## config.mk

```make
export PLATFORM = sky130hd
export DESIGN_NAME = fetch_unit
export DESIGN_NICKNAME = d
export VERILOG_FILES = /design/src/rtl/riu_pkg.sv /design/src/rtl/fetch_fifo.sv /design/src/rtl/fetch_unit.sv
export SDC_FILE = /design/constraint.sdc
export NUM_CORES = 1
export LEC_CHECK = 0
export BUFFER_PORTS_ARGS = -buffer_cell sky130_fd_sc_hd__buf_2
export CORE_MARGIN = 3
export CORE_UTILIZATION = 40
export CTS_CLUSTER_DIAMETER = 100
export DETAILED_ROUTE_END_ITERATION = 10
export HOLD_SLACK_MARGIN = 0.15
export PLACE_DENSITY = 0.65
export SLEW_MARGIN = 20
export SYNTH_ARGS = -nofsm -noshare
export SYNTH_HDL_FRONTEND = slang
export SYNTH_SLANG_ARGS = --single-unit
```

## constraint.sdc

```tcl
create_clock -name clk -period 3.6 [get_ports clk]
set_input_delay 0.54 -clock clk [delete_from_list [all_inputs] [get_ports clk]]
set_output_delay 0.54 -clock clk [all_outputs]
set_load 0.05 [all_outputs]
```

## src/rtl/riu_pkg.sv

```systemverilog
// Shared types and constants for the instruction fetch path.
`timescale 1ns/1ps
package riu_pkg;

  localparam int XLEN = 32;

  typedef logic [XLEN-1:0] word_t;

  // One fetched instruction together with the PC it was read from.
  typedef struct packed {
    word_t pc;
    word_t instr;
  } fetch_pkt_t;

  localparam int    INSTR_BYTES = 4;
  localparam word_t NOP_INSTR   = 32'h0000_0013;

endpackage

```

## src/rtl/fetch_fifo.sv

```systemverilog
// Small first-word-fall-through FIFO of fetch packets. Flush wins over push/pop.
`timescale 1ns/1ps
module fetch_fifo
  import riu_pkg::*;
#(
  parameter int DEPTH = 2
) (
  input  logic                   clk,
  input  logic                   rst_n,
  input  logic                   push,
  input  fetch_pkt_t             din,
  input  logic                   pop,
  input  logic                   flush,
  output logic                   full,
  output logic                   empty,
  output logic [$clog2(DEPTH):0] count,
  output fetch_pkt_t             head
);

  localparam int AW = $clog2(DEPTH);
  localparam int CW = AW + 1;

  fetch_pkt_t    mem_reg [DEPTH];
  logic [AW-1:0] rd_ptr_reg;
  logic [AW-1:0] wr_ptr_reg;
  logic [CW-1:0] count_reg;
  logic          do_push;
  logic          do_pop;

  assign empty   = (count_reg == '0);
  assign full    = (count_reg == CW'(DEPTH));
  assign count   = count_reg;
  assign head    = mem_reg[rd_ptr_reg];
  // A push into a full FIFO is only legal when the head leaves in the same cycle.
  assign do_push = push && (!full || pop);
  assign do_pop  = pop && !empty;

  // Write the pushed packet into the slot named by the write pointer.
  always_ff @(posedge clk or negedge rst_n) begin
    if (!rst_n) begin
      for (int i = 0; i < DEPTH; i++) mem_reg[i] <= '0;
    end else if (do_push && !flush) begin
      mem_reg[wr_ptr_reg] <= din;
    end
  end

  // Pointer and occupancy bookkeeping; flush empties the FIFO outright.
  always_ff @(posedge clk or negedge rst_n) begin
    if (!rst_n) begin
      rd_ptr_reg <= '0;
      wr_ptr_reg <= '0;
      count_reg  <= '0;
    end else if (flush) begin
      rd_ptr_reg <= '0;
      wr_ptr_reg <= '0;
      count_reg  <= '0;
    end else begin
      if (do_push) wr_ptr_reg <= wr_ptr_reg + AW'(1);
      if (do_pop)  rd_ptr_reg <= rd_ptr_reg + AW'(1);
      count_reg <= count_reg + CW'(do_push) - CW'(do_pop);
    end
  end

endmodule

```

## src/rtl/fetch_unit.sv

```systemverilog
// Instruction fetch stage: PC, credit-limited memory requests, output buffer, redirect.
`timescale 1ns/1ps
module fetch_unit
  import riu_pkg::*;
#(
  parameter word_t RESET_PC   = 32'h0000_0000,
  parameter int    FIFO_DEPTH = 2
) (
  input  logic        clk,
  input  logic        rst_n,
  output logic        imem_req_valid,
  input  logic        imem_req_ready,
  output logic [31:0] imem_req_addr,
  input  logic        imem_rsp_valid,
  input  logic [31:0] imem_rsp_data,
  input  logic        redirect_valid,
  input  logic [31:0] redirect_pc,
  output logic        instr_valid,
  input  logic        instr_ready,
  output logic [31:0] instr,
  output logic [31:0] instr_pc
);

  localparam int    CW         = $clog2(FIFO_DEPTH) + 1;
  localparam word_t ALIGN_MASK = ~word_t'(INSTR_BYTES - 1);

  word_t         pc_reg;
  word_t         pc_next;
  logic [CW-1:0] drop_cnt_reg;
  logic [CW-1:0] drop_cnt_next;
  logic [CW-1:0] fifo_count;
  logic [CW-1:0] inflight;
  fetch_pkt_t    last_reg;
  fetch_pkt_t    out_head;
  fetch_pkt_t    out_din;
  fetch_pkt_t    pcq_head;
  fetch_pkt_t    pcq_din;
  logic          out_full;
  logic          out_empty;
  logic          pcq_full;
  logic          pcq_empty;
  logic          credit;
  logic          req_fire;
  logic          rsp_drop;
  logic          rsp_keep;
  logic          out_pop;

  // Buffered plus outstanding words may never exceed the output buffer size,
  // so every response that is kept is guaranteed a slot.
  assign credit = ({1'b0, fifo_count} + {1'b0, inflight}) < (CW + 1)'(FIFO_DEPTH);

  assign imem_req_valid = rst_n && !redirect_valid && credit && !pcq_full && !out_full;
  assign imem_req_addr  = pc_reg;
  assign req_fire       = imem_req_valid && imem_req_ready;

  // A response is stale if it belongs to fetches issued before a redirect.
  assign rsp_drop = imem_rsp_valid && (redirect_valid || (drop_cnt_reg != '0));
  assign rsp_keep = imem_rsp_valid && !rsp_drop && !pcq_empty;

  assign instr_valid = !out_empty && !redirect_valid;
  assign out_pop     = instr_valid && instr_ready;
  assign instr       = out_empty ? last_reg.instr : out_head.instr;
  assign instr_pc    = out_empty ? last_reg.pc    : out_head.pc;

  // The PC queue's instr field is tied to zero, so OR-ing it in changes nothing.
  assign pcq_din = '{pc: pc_reg, instr: '0};
  assign out_din = '{pc: pcq_head.pc, instr: imem_rsp_data | pcq_head.instr};

  // PCs of outstanding requests; its occupancy is the in-flight count.
  fetch_fifo #(.DEPTH(FIFO_DEPTH)) u_pc_queue (
    .clk   (clk),
    .rst_n (rst_n),
    .push  (req_fire),
    .din   (pcq_din),
    .pop   (imem_rsp_valid),
    .flush (1'b0),
    .full  (pcq_full),
    .empty (pcq_empty),
    .count (inflight),
    .head  (pcq_head)
  );

  // Instruction words waiting for decode.
  fetch_fifo #(.DEPTH(FIFO_DEPTH)) u_out_fifo (
    .clk   (clk),
    .rst_n (rst_n),
    .push  (rsp_keep),
    .din   (out_din),
    .pop   (out_pop),
    .flush (redirect_valid),
    .full  (out_full),
    .empty (out_empty),
    .count (fifo_count),
    .head  (out_head)
  );

  // Next PC: redirect target, sequential advance on an accepted request, or hold.
  always_comb begin
    pc_next = pc_reg;
    if (redirect_valid)  pc_next = redirect_pc & ALIGN_MASK;
    else if (req_fire)   pc_next = pc_reg + word_t'(INSTR_BYTES);
  end

  // Stale-response count: a redirect marks every outstanding fetch as stale.
  always_comb begin
    drop_cnt_next = drop_cnt_reg;
    if (redirect_valid)  drop_cnt_next = inflight - CW'(imem_rsp_valid);
    else if (rsp_drop)   drop_cnt_next = drop_cnt_reg - CW'(1);
  end

  // PC, stale count and the last presented packet (held while the buffer is empty).
  always_ff @(posedge clk or negedge rst_n) begin
    if (!rst_n) begin
      pc_reg       <= RESET_PC & ALIGN_MASK;
      drop_cnt_reg <= '0;
      last_reg     <= '0;
    end else begin
      pc_reg       <= pc_next;
      drop_cnt_reg <= drop_cnt_next;
      if (!out_empty) last_reg <= out_head;
    end
  end

endmodule

```

==> impl_metrics.json <==
{
  "dp_hpwl_um": 17060,
  "yosysMostFrequentCell": "dfrtp_1",
  "antenna_found_initial": 0,
  "dp.cells": 1537,
  "cts_tree": "done",
  "grt_setup_unrepaired": "false",
  "cp.arrival_ns": 2.63,
  "tns_ns": 0,
  "async_flop_share": 1.000,
  "cp.required_ns": 3.06,
  "area_growth_pct": 18.00,
  "ir_drop_uv": 645.9,
  "synth_cell_types": 41,
  "fin_crit_ns": 3.170,
  "io_buffers": 161,
  "clkLatencyLatePin_ns": 0.55,
  "leakage_nw": 6.482,
  "status": "complete, no violations",
  "critical-path-slowest-cell": "or2_4",
  "drtPass1Iterations": 4,
  "post_cts_buffers": 0,
  "crit_chain": "or2_4 > buf_12 > nor2_1 > a21oi_1 > buf_2",
  "final_antenna_net_count": 0,
  "seq_area_frac_synth": 0.5890,
  "first_global_vias": 8024,
  "synth_edf_count": 0,
  "setup_viol": 0,
  "grt_pass1_wl_um": 42930,
  "regArea_mm2": 0.007161,
  "slew_headroom": 0.3572,
  "overflow": 0,
  "start_util": 0.4078,
  "synth_cells": 1035,
  "reg2reg_depth": 9,
  "dominantRegCellSynth": "dfrtp_1",
  "clk_pin_slew_worst_paths_ns": 0.06,
  "fin_cells": 1594,
  "drv_slew": 0,
  "cp_top_family": "simple AND/OR/NAND/NOR gates",
  "clock_path_buffers": 3,
  "first_iter_violations": 416,
  "period_share": 0.8805,
  "fin_util": 0.4812,
  "viasPerCell": 5.009,
  "diodes": 0,
  "cpPeakStageDelay_ns": 0.64,
  "routedWlPerCell_um": 16.23,
  "max_freq_mhz": 315.5,
  "synthesis.area_mm2": 0.01215,
  "synth_common_cells": "dfrtp_1 (286), mux2_2 (124), nor2_1 (105)",
  "h-tree-depth": 1,
  "grt.total_usage": 0.1587,
  "cp_num_cells": 5,
  "synth_area_leaders": "dfrtp_1 (59%), mux2_2 (11%), mux2i_1 (7.7%)",
  "nets": 1258,
  "endpoint_kind": "primary output",
  "avgSynthCellArea_um2": 11.74,
  "hold_class": "input pin to async pin",
  "yosys_register_bits": 286,
  "fp.dieH_um": 180.3,
  "maxCapViolCount": 0,
  "largest_reg_flops": 124,
  "path_max_fanout": 65,
  "synthDominantCellAreaShare": 0.5890,
  "critical_path_class": "flip-flop to primary output",
  "die_x_um": 180.3,
  "drc_errors": 0,
  "fin_worst_skew_ns": 0.01337,
  "coreArea_mm2": 0.02980,
  "tightest_slew_ns": 0.9642,
  "ctsResizeCount": 0,
  "cts_buffers": 31,
  "cts_sinks": 286,
  "yosys.area.top_type": "dfrtp_1",
  "rows": 63,
  "drive_gt1_frac": 0.3023,
  "yosysWarnings": 0,
  "crit_buf_inv": 2,
  "dieArea_mm2": 0.03250,
  "p_per_area_mw_per_mm2": 951.0,
  "startpoint_type": "flip-flop",
  "gp_congestion": 0.7948,
  "clockRootBuffer": "clkbuf_16",
  "wl_um": 25880,
  "ios": 168,
  "hold_viol_final": 0,
  "num_vias": 7984,
  "nFillCells": 2804,
  "multiInputGateArea_mm2": 0.004696,
  "cts.hold.buffers_added": 0,
  "grt_max_degree": 148
}
## worst paths after layout
check	from	end	slack, ns
worst max-delay path	u_out_fifo.count[1]$_DFF_PN0_	instr[16]	0.43
worst max register to register	u_pc_queue.count[0]$_DFF_PN0_	imem_req_addr[30]$_DFFE_PN0P_	0.67
worst min register to register	u_out_fifo.mem_reg[55]$_DFFE_PN0P_	u_out_fifo.mem_reg[55]$_DFFE_PN0P_	0.48
worst min-delay path	rst_n	imem_req_addr[2]$_DFFE_PN0P_	0.12
max in group asynchronous	rst_n	u_out_fifo.mem_reg[82]$_DFFE_PN0P_	1.96
min in group clk	redirect_pc[3]	imem_req_addr[3]$_DFFE_PN0P_	0.19
## per-stage QoR
stage / instance area [um2] / setup WS, ns / total power (W) / hold slack, ns
after floorplan: 12160 / 0.9011 / 0.009343 / 0.2444
after global placement: 13390 / 0.7261 / 0.01068 / 0.4599
after detailed placement: 13390 / 0.6901 / 0.01082 / 0.4697
after CTS: 14340 / 0.3851 / 0.01381 / 0.1581
after global routing: 14340 / 0.2061 / 0.01449 / 0.1696
final: 14340 / 0.4301 / 0.01364 / 0.1248
## power breakdown
group | internal [W] | switching [W]
clock | 0.00166 | 0.00126
sequential | 0.00448 | 0.000614
combinational | 0.00175 | 0.00387
## logic make-up (layout without fill, tap and decap cells)
logic type,Yosys count,after routing,synth area share
other,1,4,0.0003086
multiplexers,217,217,0.1915
buffers and inverters,82,248,0.02729
AND/OR/NAND/NOR,247,247,0.09134
adder cells (fa/ha/maj),8,8,0.008856
flip-flops,286,286,0.5890
AO/OA/AOI/OAI,158,158,0.06570
XOR/XNOR,36,36,0.02595
## metal layers
layer  GRT usage  wire length (um)  vias up
li1            -                 -     3857
met1      0.2350             12730     3912
met2      0.2464             11420      183
met3     0.02826              1300       32
met4     0.03408               434        0
met5           0                 0        -
## final cells by class
type | instances | area share
flip-flops and latches | 286 | 0.4994
multi-input cells | 670 | 0.3275
repair buffers | 180 | 0.07034
clock buffers | 42 | 0.05978
well taps | 390 | 0.03403
clock inverters | 15 | 0.006021
inverters | 11 | 0.002880
## layout by cell type (no fill, tap or decap), types with 2 or more instances in the layout
cell / n
a21oi_1: 95
a31oi_1: 2
and3_1: 4
buf_12: 4
buf_2: 160
buf_4: 15
clkbuf_1: 7
clkbuf_16: 31
clkbuf_8: 4
clkinv_2: 12
conb_1: 4
dfrtp_1: 285
ha_1: 7
inv_1: 11
inv_6: 2
mux2_2: 124
mux2i_1: 93
nand2_1: 71
nand2b_1: 3
nand3_1: 12
nand4_1: 6
nand4b_1: 2
nor2_1: 105
nor2b_1: 2
nor3_1: 11
nor3b_1: 2
nor4_1: 9
o21ai_0: 58
or3_1: 3
or4_1: 4
xnor2_1: 30
xor2_1: 6
(Power assumes the default switching activity.)
